$ cat config.mk
export PLATFORM = sky130hd
export DESIGN_NAME = regbank_reader
export DESIGN_NICKNAME = d
export VERILOG_FILES = /design/src/rtl/regbank_pkg.sv /design/src/rtl/regbank_next_idx.sv /design/src/rtl/regbank_reader.sv
export SDC_FILE = /design/constraint.sdc
export NUM_CORES = 1
export LEC_CHECK = 0
export ABC_AREA = 1
export ABC_CLOCK_PERIOD_IN_PS = 4100
export CELL_PAD_IN_SITES_DETAIL_PLACEMENT = 1
export CELL_PAD_IN_SITES_GLOBAL_PLACEMENT = 2
export CORE_UTILIZATION = 30
export CTS_BUF_LIST = sky130_fd_sc_hd__clkbuf_8
export DETAILED_ROUTE_END_ITERATION = 16
export GPL_TIMING_DRIVEN = 0
export PLACE_DENSITY_LB_ADDON = 0.1
export SYNTH_ARGS = -nofsm -noshare
export SYNTH_HDL_FRONTEND = slang
export SYNTH_SLANG_ARGS = --single-unit
$ cat constraint.sdc
create_clock -name clk -period 4.1 [get_ports clk]
set_clock_uncertainty 0.1 [all_clocks]
set_input_delay 0.615 -clock clk [delete_from_list [all_inputs] [get_ports clk]]
set_output_delay 0.615 -clock clk [all_outputs]
set_load 0.01 [all_outputs]
$ cat src/rtl/regbank_pkg.sv
// Shared types and constants for the register-bank readout block.
package regbank_pkg;

   localparam int unsigned DEF_WORD_W    = 16;
   localparam int unsigned DEF_NUM_WORDS = 4;

   // Index reported on the checksum beat (one past the last word).
   localparam logic [2:0] CSUM_IDX = 3'(DEF_NUM_WORDS);

   typedef enum logic [1:0] {
      IDLE,
      SEND,
      CSUM,
      DONE
   } state_e;

   function automatic logic [2:0] csum_idx(input int unsigned num_words);
      return 3'(num_words);
   endfunction

endpackage

$ cat src/rtl/regbank_next_idx.sv
// Priority search: lowest enabled index at or above from_i, plus flags for
// "nothing left" and "found index is the highest enabled one".
module regbank_next_idx
   import regbank_pkg::*;
#(
   parameter int unsigned NUM_WORDS = DEF_NUM_WORDS
) (
   input  logic [NUM_WORDS-1:0] mask_i,
   input  logic [3:0]           from_i,
   output logic [2:0]           idx_o,
   output logic                 none_o,
   output logic                 last_o
);

   logic found_c;
   logic more_c;

   always_comb begin
      idx_o   = '0;
      found_c = 1'b0;
      more_c  = 1'b0;
      for (int unsigned i = 0; i < NUM_WORDS; i++) begin
         if (mask_i[i] && (i >= 32'(from_i))) begin
            if (!found_c) begin
               idx_o   = 3'(i);
               found_c = 1'b1;
            end else begin
               more_c = 1'b1;
            end
         end
      end
      none_o = !found_c;
      last_o = found_c && !more_c;
   end

endmodule

$ cat src/rtl/regbank_reader.sv
// Streams the enabled words of a snapshotted register image over a valid/ready
// port. Optional trailing XOR checksum beat: define REGBANK_READER_CSUM_EN.
module regbank_reader
   import regbank_pkg::*;
#(
   parameter int unsigned WORD_W    = DEF_WORD_W,
   parameter int unsigned NUM_WORDS = DEF_NUM_WORDS
) (
   input  logic                        clk,
   input  logic                        reset,
   input  logic                        start,
   input  logic [NUM_WORDS-1:0]        word_mask,
   input  logic [NUM_WORDS*WORD_W-1:0] data_string,
   input  logic                        out_ready,
   output logic                        out_valid,
   output logic [WORD_W-1:0]           out_data,
   output logic [2:0]                  out_idx,
   output logic                        out_last,
   output logic                        busy,
   output logic                        done
);

`ifdef REGBANK_READER_CSUM_EN
   localparam bit         CSUM_ON    = 1'b1;
   localparam logic [2:0] CSUM_IDX_P = csum_idx(NUM_WORDS);
   logic [WORD_W-1:0] csum_q;
`else
   localparam bit         CSUM_ON    = 1'b0;
`endif

   state_e                      state_q;
   logic [NUM_WORDS-1:0]        mask_q;
   logic [NUM_WORDS*WORD_W-1:0] data_q;
   logic                        valid_q;
   logic [WORD_W-1:0]           data_o_q;
   logic [2:0]                  idx_q;
   logic                        last_q;
   logic                        busy_q;
   logic                        done_q;

   logic [NUM_WORDS-1:0]        srch_mask;
   logic [NUM_WORDS*WORD_W-1:0] srch_data;
   logic [3:0]                  srch_from;
   logic [2:0]                  nxt_idx;
   logic                        nxt_none;
   logic                        nxt_last;
   logic                        nxt_is_last;
   logic [WORD_W-1:0]           nxt_word;

   // In IDLE the search runs on the live inputs so the first beat can be
   // registered on the same edge that takes the snapshot.
   always_comb begin
      srch_mask = mask_q;
      srch_data = data_q;
      srch_from = 4'(idx_q) + 4'd1;
      if (state_q == IDLE) begin
         srch_mask = word_mask;
         srch_data = data_string;
         srch_from = '0;
      end
      nxt_word = '0;
      for (int unsigned i = 0; i < NUM_WORDS; i++) begin
         if (nxt_idx == 3'(i)) nxt_word = srch_data[i*WORD_W +: WORD_W];
      end
      nxt_is_last = nxt_last && !CSUM_ON;
   end

   regbank_next_idx #(
      .NUM_WORDS (NUM_WORDS)
   ) u_next_idx (
      .mask_i (srch_mask),
      .from_i (srch_from),
      .idx_o  (nxt_idx),
      .none_o (nxt_none),
      .last_o (nxt_last)
   );

   always_ff @(posedge clk or posedge reset) begin
      if (reset) begin
         state_q  <= IDLE;
         mask_q   <= '0;
         data_q   <= '0;
         valid_q  <= 1'b0;
         data_o_q <= '0;
         idx_q    <= '0;
         last_q   <= 1'b0;
         busy_q   <= 1'b0;
         done_q   <= 1'b0;
`ifdef REGBANK_READER_CSUM_EN
         csum_q   <= '0;
`endif
      end else begin
         done_q <= 1'b0;
         case (state_q)
            IDLE: begin
               if (start) begin
                  mask_q <= word_mask;
                  data_q <= data_string;
                  busy_q <= 1'b1;
`ifdef REGBANK_READER_CSUM_EN
                  csum_q <= '0;
`endif
                  if (!nxt_none) begin
                     state_q  <= SEND;
                     valid_q  <= 1'b1;
                     data_o_q <= nxt_word;
                     idx_q    <= nxt_idx;
                     last_q   <= nxt_is_last;
                  end else begin
`ifdef REGBANK_READER_CSUM_EN
                     state_q  <= CSUM;
                     valid_q  <= 1'b1;
                     data_o_q <= '0;
                     idx_q    <= CSUM_IDX_P;
                     last_q   <= 1'b1;
`else
                     state_q  <= DONE;
                     done_q   <= 1'b1;
`endif
                  end
               end
            end
            SEND: begin
               if (out_ready) begin
`ifdef REGBANK_READER_CSUM_EN
                  csum_q <= csum_q ^ data_o_q;
`endif
                  if (!nxt_none) begin
                     data_o_q <= nxt_word;
                     idx_q    <= nxt_idx;
                     last_q   <= nxt_is_last;
                  end else begin
`ifdef REGBANK_READER_CSUM_EN
                     state_q  <= CSUM;
                     data_o_q <= csum_q ^ data_o_q;
                     idx_q    <= CSUM_IDX_P;
                     last_q   <= 1'b1;
`else
                     state_q  <= DONE;
                     valid_q  <= 1'b0;
                     data_o_q <= '0;
                     idx_q    <= '0;
                     last_q   <= 1'b0;
                     done_q   <= 1'b1;
`endif
                  end
               end
            end
`ifdef REGBANK_READER_CSUM_EN
            CSUM: begin
               if (out_ready) begin
                  state_q  <= DONE;
                  valid_q  <= 1'b0;
                  data_o_q <= '0;
                  idx_q    <= '0;
                  last_q   <= 1'b0;
                  done_q   <= 1'b1;
               end
            end
`endif
            DONE: begin
               state_q <= IDLE;
               busy_q  <= 1'b0;
            end
            default: begin
               state_q <= IDLE;
            end
         endcase
      end
   end

   assign out_valid = valid_q;
   assign out_data  = data_o_q;
   assign out_idx   = idx_q;
   assign out_last  = last_q;
   assign busy      = busy_q;
   assign done      = done_q;

endmodule

==> flow_summary.json, run 1 <==
{
  "synthCells": 660,
  "ff2ff_path_depth": 10,
  "hold_end": "data_q[5]",
  "dp.cells": 970,
  "path_class": "reg -> reg",
  "status": "completed",
  "power_leakage_nw": 3.10,
  "cts_root_buf": "clkbuf_8",
  "holdWs_ps": 392,
  "fmax_mhz": 465,
  "rows": 46,
  "worstSkewPairLatency_ps": 380,
  "multi_input_area_mm2": 0.00219,
  "ys_seq_elements": 92,
  "path_clk_slew_ps": 100,
  "clkSinkCount": 92,
  "crit_buf_inv": 1,
  "wl_per_cell_um": 18.0,
  "hold_viol_final": 0,
  "hpwl_um": 13700,
  "grt_max_degree": 58,
  "gp_congestion": 0.813,
  "wl_met2_um": 8710,
  "wl_met1_um": 8240,
  "vias": 4800,
  "cp-end-kind": "register",
  "drc_errors": 0,
  "post_cts_resized": 0,
  "cts_tree": "built",
  "grt_pass1_wl_um": 28800,
  "cts_buffers": 9,
  "grt_pass1_vias": 5105,
  "yosys.area.top_type": "dfrtp_1",
  "holdCritStartpoint": "data_q[5]",
  "synth_area_leaders": "dfrtp_1 46%, nand2_1 14%, o21ai_0 13%, nand3_1 6.6%, inv_1 5.4%",
  "drive_above_1_share": 0.100,
  "maxSlewHeadroom": 0.641,
  "ios": 95,
  "reg2reg_to": "out_data[1]",
  "synth_fp_nets": 733,
  "fin_setup_tns_ps": 0,
  "syn-cell-area_mm2": 0.00503,
  "crit_fanout": 10,
  "final_core_util": 0.400,
  "slowest_stage": "dfrtp_1",
  "core-area_mm2": 0.0161,
  "r2r_setup_slack_ps": 1950,
  "hold_depth": 2,
  "postSynth.topFlopCell": "dfrtp_1",
  "drt-vias-per-instance": 4.87,
  "postCtsSetupBuffers": 0,
  "crit_top_cell": "nand2_1",
  "dr.pass1.iters": 4,
  "portBuffers": 93,
  "seq_area_mm2": 0.00230,
  "yosysMostFrequentCell": "nand2_1",
  "period_share": 0.525,
  "cap_violations": 0,
  "synth-edff-count": 0,
  "nFillCells": 1964,
  "antenna_found_initial": 0,
  "synthTopCellsByCount": "194 x nand2_1, 128 x o21ai_0, 92 x dfrtp_1, 72 x inv_1, 66 x nand3_1",
  "powerDensity_mw_per_mm2": 813,
  "ant_nets": 0,
  "avgSynthCellArea_um2": 7.63,
  "grt.total_usage": 0.218,
  "worstSetupStartpointType": "register",
  "dr_wl_met3_um": 637,
  "max_stage_delay_ps": 430,
  "worst_ep_required_time_ps": 4290,
  "fin_crit_ps": 2150,
  "start_util": 0.312,
  "die-area_mm2": 0.0173,
  "area_delta_synth_final_pct": 28.0,
  "critPathTopFamily": "simple AND/OR/NAND/NOR gates",
  "synth_top_area_frac": 0.457,
  "gr-total-overflow": 0,
  "final_cell_count_no_fill": 986,
  "r2r_start": "out_idx[0]",
  "dieHeight_um": 132,
  "ys_types": 27,
  "async_reset_ff_frac": 1.00,
  "insertedDiodeCount": 0,
  "slew_violations": 0,
  "h-tree-depth": 3,
  "yosys_warnings": 0,
  "cts_buffer_depth": 2,
  "min_path_type": "reg -> reg",
  "ys_seq_area_frac": 0.457,
  "hold_buffers": 0,
  "rsz0062_at_grt": "false",
  "ir_worst_vdd_v": 0.000283,
  "die_width_um": 132,
  "arrival_ps": 2340,
  "maxUsedRoutingLayer": "met4",
  "drt_iter0_markers": 247,
  "finalSetupViolCount": 0,
  "routed_wl_um": 17700,
  "fin_nets": 838,
  "tightest_slew_ps": 538,
  "cp_cell_sequence": "ha_1 > nand2_1 > nand3_4 > nand3_2 > nand3_2 > buf_4 > nand3_1 > nand4_1 > nand2_1 > nand2_1"
}
## per-layer routing
layer / vias up / track usage
met5: - / 0
met4: 0 / 0.0530
met3: 9 / 0.0351
met2: 101 / 0.362
met1: 2357 / 0.294
li1: 2333 / -
## tightest hold or removal path: cells and delay by family (launching register included)
| family | cells | cell delay, ps |
|---|---|---|
| AOI/OAI and AO/OA | 1 | 60 |
| and+or+nand+nor | 1 | 50 |
| DFF | 1 | 350 |
## worst max path at each step
stage                      start     endpoint  depth (start not counted)
floorplan                  reset         busy                          1
global placement           reset   data_q[46]                          2
detailed placement  word_mask[0]  out_data[1]                         11
CTS                   out_idx[0]  out_data[1]                         10
global route          out_idx[0]  out_data[2]                         10
finish                out_idx[0]  out_data[1]                         10
## state kept, by name, indices dropped and copies added, names as in the netlist, 2 cells and up
name	flops
data_q	64
mask_q	4
out_data	16
out_idx	2
state_q	2
## placed cells by master (no fill, tap or decap)
master and instances:
a21oi_1 7, buf_1 1, buf_16 1, buf_2 17, buf_4 6, buf_6 6
clkbuf_1 12, clkbuf_8 11, clkdlybuf4s50_1 93, clkinv_2 3, clkinv_4 1, conb_1 1
dfrtp_1 92, ha_1 1, inv_1 72, inv_2 4, inv_4 1, inv_6 1
mux2_2 5, mux2i_1 1, nand2_1 194, nand2_2 8, nand2_4 4, nand2_8 2
nand3_1 66, nand3_2 2, nand3_4 3, nand4_1 16, nor2_1 8, nor2_4 1
nor2_8 1, o21ai_0 128, o21ai_1 1
## cell type report
class	instances	area share
buffer	42	0.0383
clock buffer	11	0.0235
clock inverter	5	0.00427
inverter	77	0.0460
multi-input combinational	449	0.340
sequential	92	0.357
tap	216	0.0419
timing repair buffer	94	0.149
## cell families after synthesis
| group | after synthesis | synth area share |
|---|---|---|
| flip-flops | 92 | 0.457 |
| AND/OR/NAND/NOR | 305 | 0.284 |
| AO/OA/AOI/OAI | 136 | 0.135 |
| buffers and inverters | 119 | 0.107 |
| adder cells (fa/ha/maj) | 1 | 0.00249 |
| other | 1 | 0.000745 |
| multiplexers | 6 | 0.0132 |
## per-stage QoR
step | worst slack (ps) | cell area (um2) | total power [mW]
after floorplan | 993 | 5030 | 3.59
final | 1950 | 6440 | 5.24
after detailed placement | 1680 | 6260 | 4.68
after global placement | -738 | 6230 | 4.58
after CTS | 1960 | 6440 | 5.29
after global routing | 1790 | 6440 | 5.71
## where the power goes
group	internal (mW)	total [mW]	switching [mW]
Sequential	1.31	1.54	0.230
Clock	0.250	0.594	0.344
Combinational	1.10	3.10	2.00
Total	2.66	5.24	2.58
Power figures use the tool's default switching activity.
==> run 2: changes to the inputs <==
- ABC_CLOCK_PERIOD_IN_PS: 4100 -> 2100
- clock period: 4.1 -> 2.1 ns (I/O delays scaled with it)
==> run 2 against run 1 <==
Compared with the run above:
- clock power grew 110%
- hold slack worse by 170 ps
- routed wire length increased by 3.1%
- first-iteration DRC count grew 4.5%
- global-route usage is 0.35 points higher
- largest power group unchanged
- die area unchanged
- critical path type unchanged
==> flow_summary.json, run 2 (synthesis results as in run 1) <==
{
  "power_leakage_nw": 3.21,
  "hold_buffers": 0,
  "grt.total_usage": 0.221,
  "cp-end-kind": "register",
  "gr-total-overflow": 0,
  "reg2reg_to": "out_data[4]",
  "grt_max_degree": 39,
  "die_width_um": 132,
  "min_path_type": "in -> async",
  "status": "completed",
  "core-area_mm2": 0.0161,
  "hold_viol_final": 0,
  "cts_tree": "built",
  "drive_above_1_share": 0.129,
  "cp_cell_sequence": "ha_4 > inv_2 > nand2_2 > nand2_4 > nand3_4 > nand2_8 > nor2_8 > buf_8 > nand2_1 > nand4_1 > nand2_1 > nand2_1",
  "wl_per_cell_um": 18.3,
  "powerDensity_mw_per_mm2": 1650,
  "drc_errors": 0,
  "rows": 46,
  "cap_violations": 0,
  "r2r_start": "out_idx[1]",
  "rsz0062_at_grt": "true",
  "portBuffers": 93,
  "routed_wl_um": 18300,
  "final_core_util": 0.416,
  "ir_worst_vdd_v": 0.000545,
  "worstSkewPairLatency_ps": 380,
  "final_cell_mix": "190 x nand2_1, 128 x o21ai_0, 93 x clkdlybuf4s50_1",
  "ff2ff_path_depth": 12,
  "cts_buffers": 9,
  "insertedDiodeCount": 0,
  "cts_root_buf": "clkbuf_8",
  "final_area_mm2": 0.00670,
  "tightest_slew_ps": 572,
  "path_class": "reg -> reg",
  "crit_top_cell": "nand2_1",
  "cp_num_cells": 12,
  "critPathTopFamily": "simple AND/OR/NAND/NOR gates",
  "vias": 4854,
  "dr.pass1.iters": 5,
  "layout_commonest_cell": "nand2_1",
  "period_share": 0.965,
  "gp_congestion": 0.823,
  "clkSinkCount": 92,
  "maxSlewHeadroom": 0.619,
  "r2r_setup_slack_ps": 70,
  "grt_pass1_wl_um": 29100,
  "max_stage_delay_ps": 430,
  "fmax_mhz": 493,
  "ant_nets": 0,
  "largest_register_ffs": 64,
  "start_util": 0.312,
  "slew_violations": 0,
  "fin_crit_ps": 2030,
  "die-area_mm2": 0.0173,
  "crit_end": "out_data[4]",
  "crit_fanout": 10,
  "dpl_cell_area_mm2": 0.00628,
  "antenna_found_initial": 0,
  "cts_buffer_depth": 2,
  "grt_pass1_vias": 5172,
  "startpoint": "out_idx[1]",
  "arrival_ps": 2250,
  "finalSetupViolCount": 0,
  "drt-vias-per-instance": 4.86,
  "hpwl_um": 14100,
  "regMostFlops": "data_q",
  "slowest_stage": "dfrtp_1",
  "worstSetupStartpointType": "register",
  "ios": 95,
  "fin_nets": 851,
  "h-tree-depth": 3,
  "dieHeight_um": 132,
  "crit_buf_inv": 2,
  "path_clk_slew_ps": 90,
  "drt_iter0_markers": 258,
  "area_delta_synth_final_pct": 33.1,
  "worst_ep_required_time_ps": 2320,
  "fin_total_pwr_mw": 11.1
}
==> run 2: layout make-up <==
type                            count  area (um2)
Clock inverter                      5        45.0
Inverter                           77         305
Clock buffer                       11         151
Timing Repair Buffer              107        1080
Sequential cell                    92        2300
Multi-Input combinational cell    449        2280
Fill cell                        1956        9410
Tap cell                          216         270
Buffer                             42         272
==> run 2: routing by layer <==
metal / vias to the layer above / wire length, um / GRT usage / share of wire
met3: 21 / 552 / 0.0270 / 0.030
met1: 2388 / 8630 / 0.294 / 0.47
met2: 87 / 8630 / 0.357 / 0.47
met5: - / 0 / 0 / 0
li1: 2358 / - / - / -
met4: 0 / 470 / 0.103 / 0.026
==> run 2: timing repair <==
| item | CTS | global route |
|---|---|---|
| setup endpoints to repair | 10 | 20 |
| gates resized for setup | 5 | 28 |
| pin swaps | 0 | 9 |
| setup buffers | 1 | 10 |
| endpoints found under the hold margin | 0 | 0 |
| cloned | 0 | 1 |
==> run 2: worst min-delay path by stage <==
stage          startpoint          to  slack, ps  depth (start not counted)
3_5_place_dp   data_q[48]  data_q[48]        370                          2
6_report            reset   data_q[1]        220                          2
3_3_place_gp    out_valid   out_valid        360                          2
4_1_cts             reset   data_q[2]        230                          2
2_1_floorplan  data_q[32]  data_q[32]        350                          2
5_1_grt             reset   data_q[1]        260                          2
==> run 2: where the power goes <==
part / switching, mW / internal (mW)
logic: 4.24 / 2.56
registers: 0.455 / 2.56
clock network: 0.659 / 0.600
total: 5.36 / 5.72
==> run 2: stage by stage <==
step	hold slack, ps	std cells	worst slack, ps	setup TNS (ps)
6_report	225	999	73.6	0
5_1_grt	258	999	-9.71	-42.5
4_1_cts	225	988	13.0	0
3_5_place_dp	372	971	-82.5	-287
3_3_place_gp	364	969	-537	-48670
2_1_floorplan	348	660	224	0
==> run 3: changes to the inputs <==
- CORE_MARGIN: unset -> 3
- MAX_ROUTING_LAYER: unset -> met4
==> run 3 against run 2 <==
Compared with the run above:
- largest cell class unchanged
- critical path depth grew 1
- maximum frequency up 0.83%
- non-clock buffer count unchanged
- hold slack better by 58 ps
- combinational power grew 1%
- via count decreased by 0.87%
- count of clock-buffer cells in the layout unchanged
- first-iteration DRC count increased by 5.0%
- sequential power hardly changed
- die area up 6.2%
==> flow_summary.json, run 3 (synthesis results as in run 1) <==
{
  "status": "completed",
  "die_width_um": 136,
  "nFillCells": 1960,
  "ir_worst_vdd_v": 0.000535,
  "cts_buffer_depth": 2,
  "grtUsageMet3": 0.0238,
  "hold_viol_final": 0,
  "worstSetupStartpointType": "register",
  "grt_use_met2": 0.330,
  "path_class": "reg -> reg",
  "fmax_mhz": 498,
  "h-tree-depth": 3,
  "max_stage_delay_ps": 440,
  "final_cell_mix": "192 x nand2_1, 127 x o21ai_0, 93 x clkdlybuf4s50_1",
  "slowest_stage": "dfrtp_1",
  "final_area_mm2": 0.00674,
  "routed_wl_um": 18200,
  "final_core_util": 0.417,
  "met1_usage": 0.287,
  "maxSlewHeadroom": 0.534,
  "drc_errors": 0,
  "drt-vias-per-instance": 4.81,
  "drive_above_1_share": 0.131,
  "vias": 4812,
  "fin_nets": 852,
  "holdWs_ps": 283,
  "arrival_ps": 2180,
  "cap_violations": 0,
  "crit_fanout": 10,
  "cts_root_buf": "clkbuf_8",
  "gr-total-overflow": 0,
  "cts_buffers": 9,
  "fin_crit_ps": 2010,
  "crit_buf_inv": 4,
  "dpl_cell_area_mm2": 0.00628,
  "portBuffers": 93,
  "die-area_mm2": 0.0184,
  "finalSetupViolCount": 0,
  "ios": 95,
  "rows": 46,
  "antenna_found_initial": 0,
  "min_path_type": "in -> async",
  "fin_setup_tns_ps": 0,
  "period_share": 0.957,
  "ant_nets": 0,
  "crit_top_cell": "nand2_8",
  "largest_register_ffs": 64,
  "cp-end-kind": "register",
  "wl_per_cell_um": 18.2,
  "grt.total_usage": 0.210,
  "regMostFlops": "data_q",
  "cts_tree": "built",
  "insertedDiodeCount": 0,
  "gp_congestion": 0.871,
  "grt_pass1_wl_um": 28600,
  "core-area_mm2": 0.0162,
  "grt_pass1_vias": 5073,
  "r2r_setup_slack_ps": 90,
  "hold_buffers": 0,
  "worstSkewPairLatency_ps": 380,
  "path_clk_slew_ps": 100,
  "critPathTopFamily": "simple AND/OR/NAND/NOR gates",
  "start_util": 0.311,
  "layout_commonest_cell": "nand2_1",
  "hpwl_um": 13900,
  "drt_iter0_markers": 271,
  "fin_total_pwr_mw": 11.2,
  "worst_ep_required_time_ps": 2270,
  "power_leakage_nw": 3.22,
  "area_delta_synth_final_pct": 33.9,
  "reg2reg_to": "out_data[10]",
  "r2r_start": "out_idx[1]",
  "slew_violations": 0,
  "clkSinkCount": 92,
  "cp_num_cells": 13,
  "grt_max_degree": 35,
  "cp_cell_sequence": "ha_4 > inv_1 > nand2_2 > nand2_4 > nand3_4 > nand2_8 > inv_8 > nand2_8 > nand2_8 > inv_4 > buf_8 > nand2_1 > nand2_1",
  "powerDensity_mw_per_mm2": 1660,
  "dr.pass1.iters": 4,
  "ff2ff_path_depth": 13,
  "tightest_slew_ps": 698,
  "grt_busiest_layer": "met2",
  "dieHeight_um": 136
}
## run 3: what timing repair did
action | 4_1_cts | 5_1_grt
gates resized for setup | 5 | 29
buffers inserted | 1 | 9
cloned | 0 | 3
endpoints found under the setup margin | 9 | 20
pin swaps | 0 | 6
hold endpoints to repair | 0 | 0
## run 3: final cells by class
class / instances / area, um2 / area share
sequential: 92 / 2300 / 0.342
buffer: 42 / 285 / 0.0423
clock buffer: 11 / 151 / 0.0225
tap: 216 / 270 / 0.0401
clock inverter: 5 / 51.3 / 0.00761
multi-input combinational: 450 / 2260 / 0.336
timing repair buffer: 107 / 1110 / 0.164
inverter: 77 / 305 / 0.0453
## run 3: per-layer routing
metal | part of all wire | routed length (um) | vias up
met5 | 0 | 0 | -
met4 | 0.021 | 378 | 0
met3 | 0.028 | 504 | 20
met2 | 0.47 | 8570 | 86
met1 | 0.48 | 8770 | 2352
li1 | - | - | 2354
## run 3: power by group
group          switching, mW  internal [mW]
Combinational           4.22           2.67
Sequential             0.430           2.56
Clock                  0.677          0.608
Total                   5.33           5.84
## run 3: through the flow
stage | std cells | setup slack [ps]
3_5_place_dp | 971 | -15.7
5_1_grt | 1000 | -8.11
2_1_floorplan | 660 | 224
3_3_place_gp | 969 | -556
4_1_cts | 988 | 11.1
6_report | 1000 | 90.2
## run 3: worst register-to-register path, stage by stage (launching register included)
cell	delay (ps)
dfrtp_1	440
ha_4	280
inv_1	40
nand2_2	80
nand2_4	70
nand3_4	160
nand2_8	110
inv_8	110
nand2_8	70
nand2_8	100
inv_4	60
buf_8	140
nand2_1	90
nand2_1	60
## run 3: worst max path at each step
stage / from / endpoint
3_3_place_gp: reset / data_q[43]
3_5_place_dp: out_idx[0] / out_data[4]
6_report: out_idx[1] / out_data[10]
2_1_floorplan: out_idx[0] / out_data[0]
4_1_cts: out_idx[1] / out_data[10]
5_1_grt: state_q[1] / out_data[3]
==> patch: new RTL, config.mk and constraints of run 3 <==
`DEF_WORD_W`: 16 -> 24.
--- a/src/rtl/regbank_pkg.sv
+++ b/src/rtl/regbank_pkg.sv
@@ -2,5 +2,5 @@
 package regbank_pkg;
 
-   localparam int unsigned DEF_WORD_W    = 16;
+   localparam int unsigned DEF_WORD_W    = 24;
    localparam int unsigned DEF_NUM_WORDS = 4;
 
Interface: changed (resized data_string and out_data); port bits go from 95 to 135. The function was not compared with the original's and may differ.
==> patch against run 3 <==
Power up 63%; worst hold slack worse by 0.011 ns; setup slack got worse by 0.13 ns; the run now ends with setup timing left; area after synthesis rose by 36%; wire length rose by 49%; sequential cell count grew 39; cell count is 42% higher; critical path type unchanged; cell area increased by 48%.
==> patch: results (changes against run 3) <==
Sw Share=48.1% (+0.40 points); TritonCTS Buffers=17 (+8); Seq/Total Area, Yosys=48.0% (+2.2 points); Arr. time, crit path=2.38 ns (+0.20 ns); status=finished with violations; synthesized instance count=939 (+42%); Max FO, Critical Path=8 (-2); Fin Setup TNS=-0.0874 ns (-0.0874 ns); Global Route Usage Sum=22.3% (+1.2 points); global placement routability congestion=0.831 (-4.6%); pin count of the biggest net entering global routing=39 (+11%); final WL=27200 um (+49%); clock latency on the worst-skew pair=0.45 ns (+0.07 ns); reg2reg start=out_idx[0]; Fillers=2685 (+37%); Max IR drop VDD=0.562 mV (+5.0%); H-tree depth=4 (+1); unique cell type count in the Yosys netlist=26 (-3.7%); final setup vio count=6 (+6); synth cell count leaders=nand2_1 (289), o21ai_0 (173), dfrtp_1 (131); Sequential cell area=3280 um2 (+42%); max reg flops=96 (+50%); vias=6914 (+44%); DP HPWL=19900 um (+44%); final worst slack=-0.0389 ns (-0.129 ns); Synth Net Count=1044 (+42%); top cells by area, synth=dfrtp_1 (48%), nand2_1 (16%), o21ai_0 (13%); headroom to the max-slew limit=40.7% (-13 points); ratio of cells with drive above 1 in the final layout=18.6% (+5.5 points); nets=1231 (+44%); failing checks=setup timing; number of global-route vias before repair=6954 (+37%); First-pass DRT Iterations=5 (+1)
[patch: final timing paths]
| path | to | depth (start not counted) |
|---|---|---|
| worst min-delay path | data_q[34] | 2 |
| worst max-delay path | out_data[14] | 13 |
| min in group clk | data_q[78] | 3 |
| max in group asynchronous | out_last | 4 |
| worst max register to register | out_data[14] | 13 |
| worst min register to register | data_q[73] | 2 |
[patch: per-layer routing]
layer	part of all wire [%]	vias up	track usage [%]	routed length, um
li1	-	3376	-	-
met1	48	3371	30.5	13000
met2	47	144	34.4	12700
met3	3.8	23	4.32	1020
met4	1.7	0	5.25	452
met5	0	-	-	0
[patch: timing repair]
action	CTS	global route
gates cloned	0	6
hold buffers	0	0
pin swaps	3	26
endpoints found under the setup margin	41	94
setup buffers	8	19
gates resized for setup	53	160
[patch: per-stage QoR]
| step | util, % | area [um2] | hold WS (ns) |
|---|---|---|---|
| 3_5_place_dp | 38.8 | 8580 | 0.364 |
| 6_report | 45.2 | 9990 | 0.272 |
| 2_1_floorplan | - | 6840 | 0.332 |
| 3_3_place_gp | 38.5 | 8520 | 0.354 |
| 4_1_cts | 41.7 | 9210 | 0.295 |
| 5_1_grt | 45.2 | 9990 | 0.322 |
[patch: power by group through the flow]
| stage | Combinational, W | Clock (W) | Sequential (W) |
|---|---|---|---|
| 6_report | 0.0118 | 0.00214 | 0.00428 |
| 3_3_place_gp | 0.00852 | 0 | 0.00427 |
| 2_1_floorplan | 0.00514 | 0 | 0.00426 |
| 5_1_grt | 0.0129 | 0.00230 | 0.00441 |
| 4_1_cts | 0.00941 | 0.00220 | 0.00426 |
| 3_5_place_dp | 0.00864 | 0 | 0.00431 |
[patch: area by class of cell]
class	instances	area share [%]
plain buffers	62	4.60
clock buffers	18	2.48
clock inverters	13	1.23
inverters	96	3.70
multi-input cells	649	34.0
flip-flops and latches	131	32.8
well taps	280	3.51
repair buffers	169	17.6
[patch: kinds of logic after synthesis]
kind of cell    count (synthesis)  share of synthesized area [%]
other cells                     1                         0.0549
flops                         131                           48.0
simple gates                  441                           27.0
fa+ha+maj                       1                          0.183
buf+inv                       159                           9.54
compound gates                206                           15.3
[patch: critical path, delay by kind of cell (launching register included)]
kind / cells / cell delay, ns
AND/OR/NAND/NOR: 8 / 0.73
buffers and inverters: 4 / 0.48
flip-flops: 1 / 0.43
adder cells (fa/ha/maj): 1 / 0.29
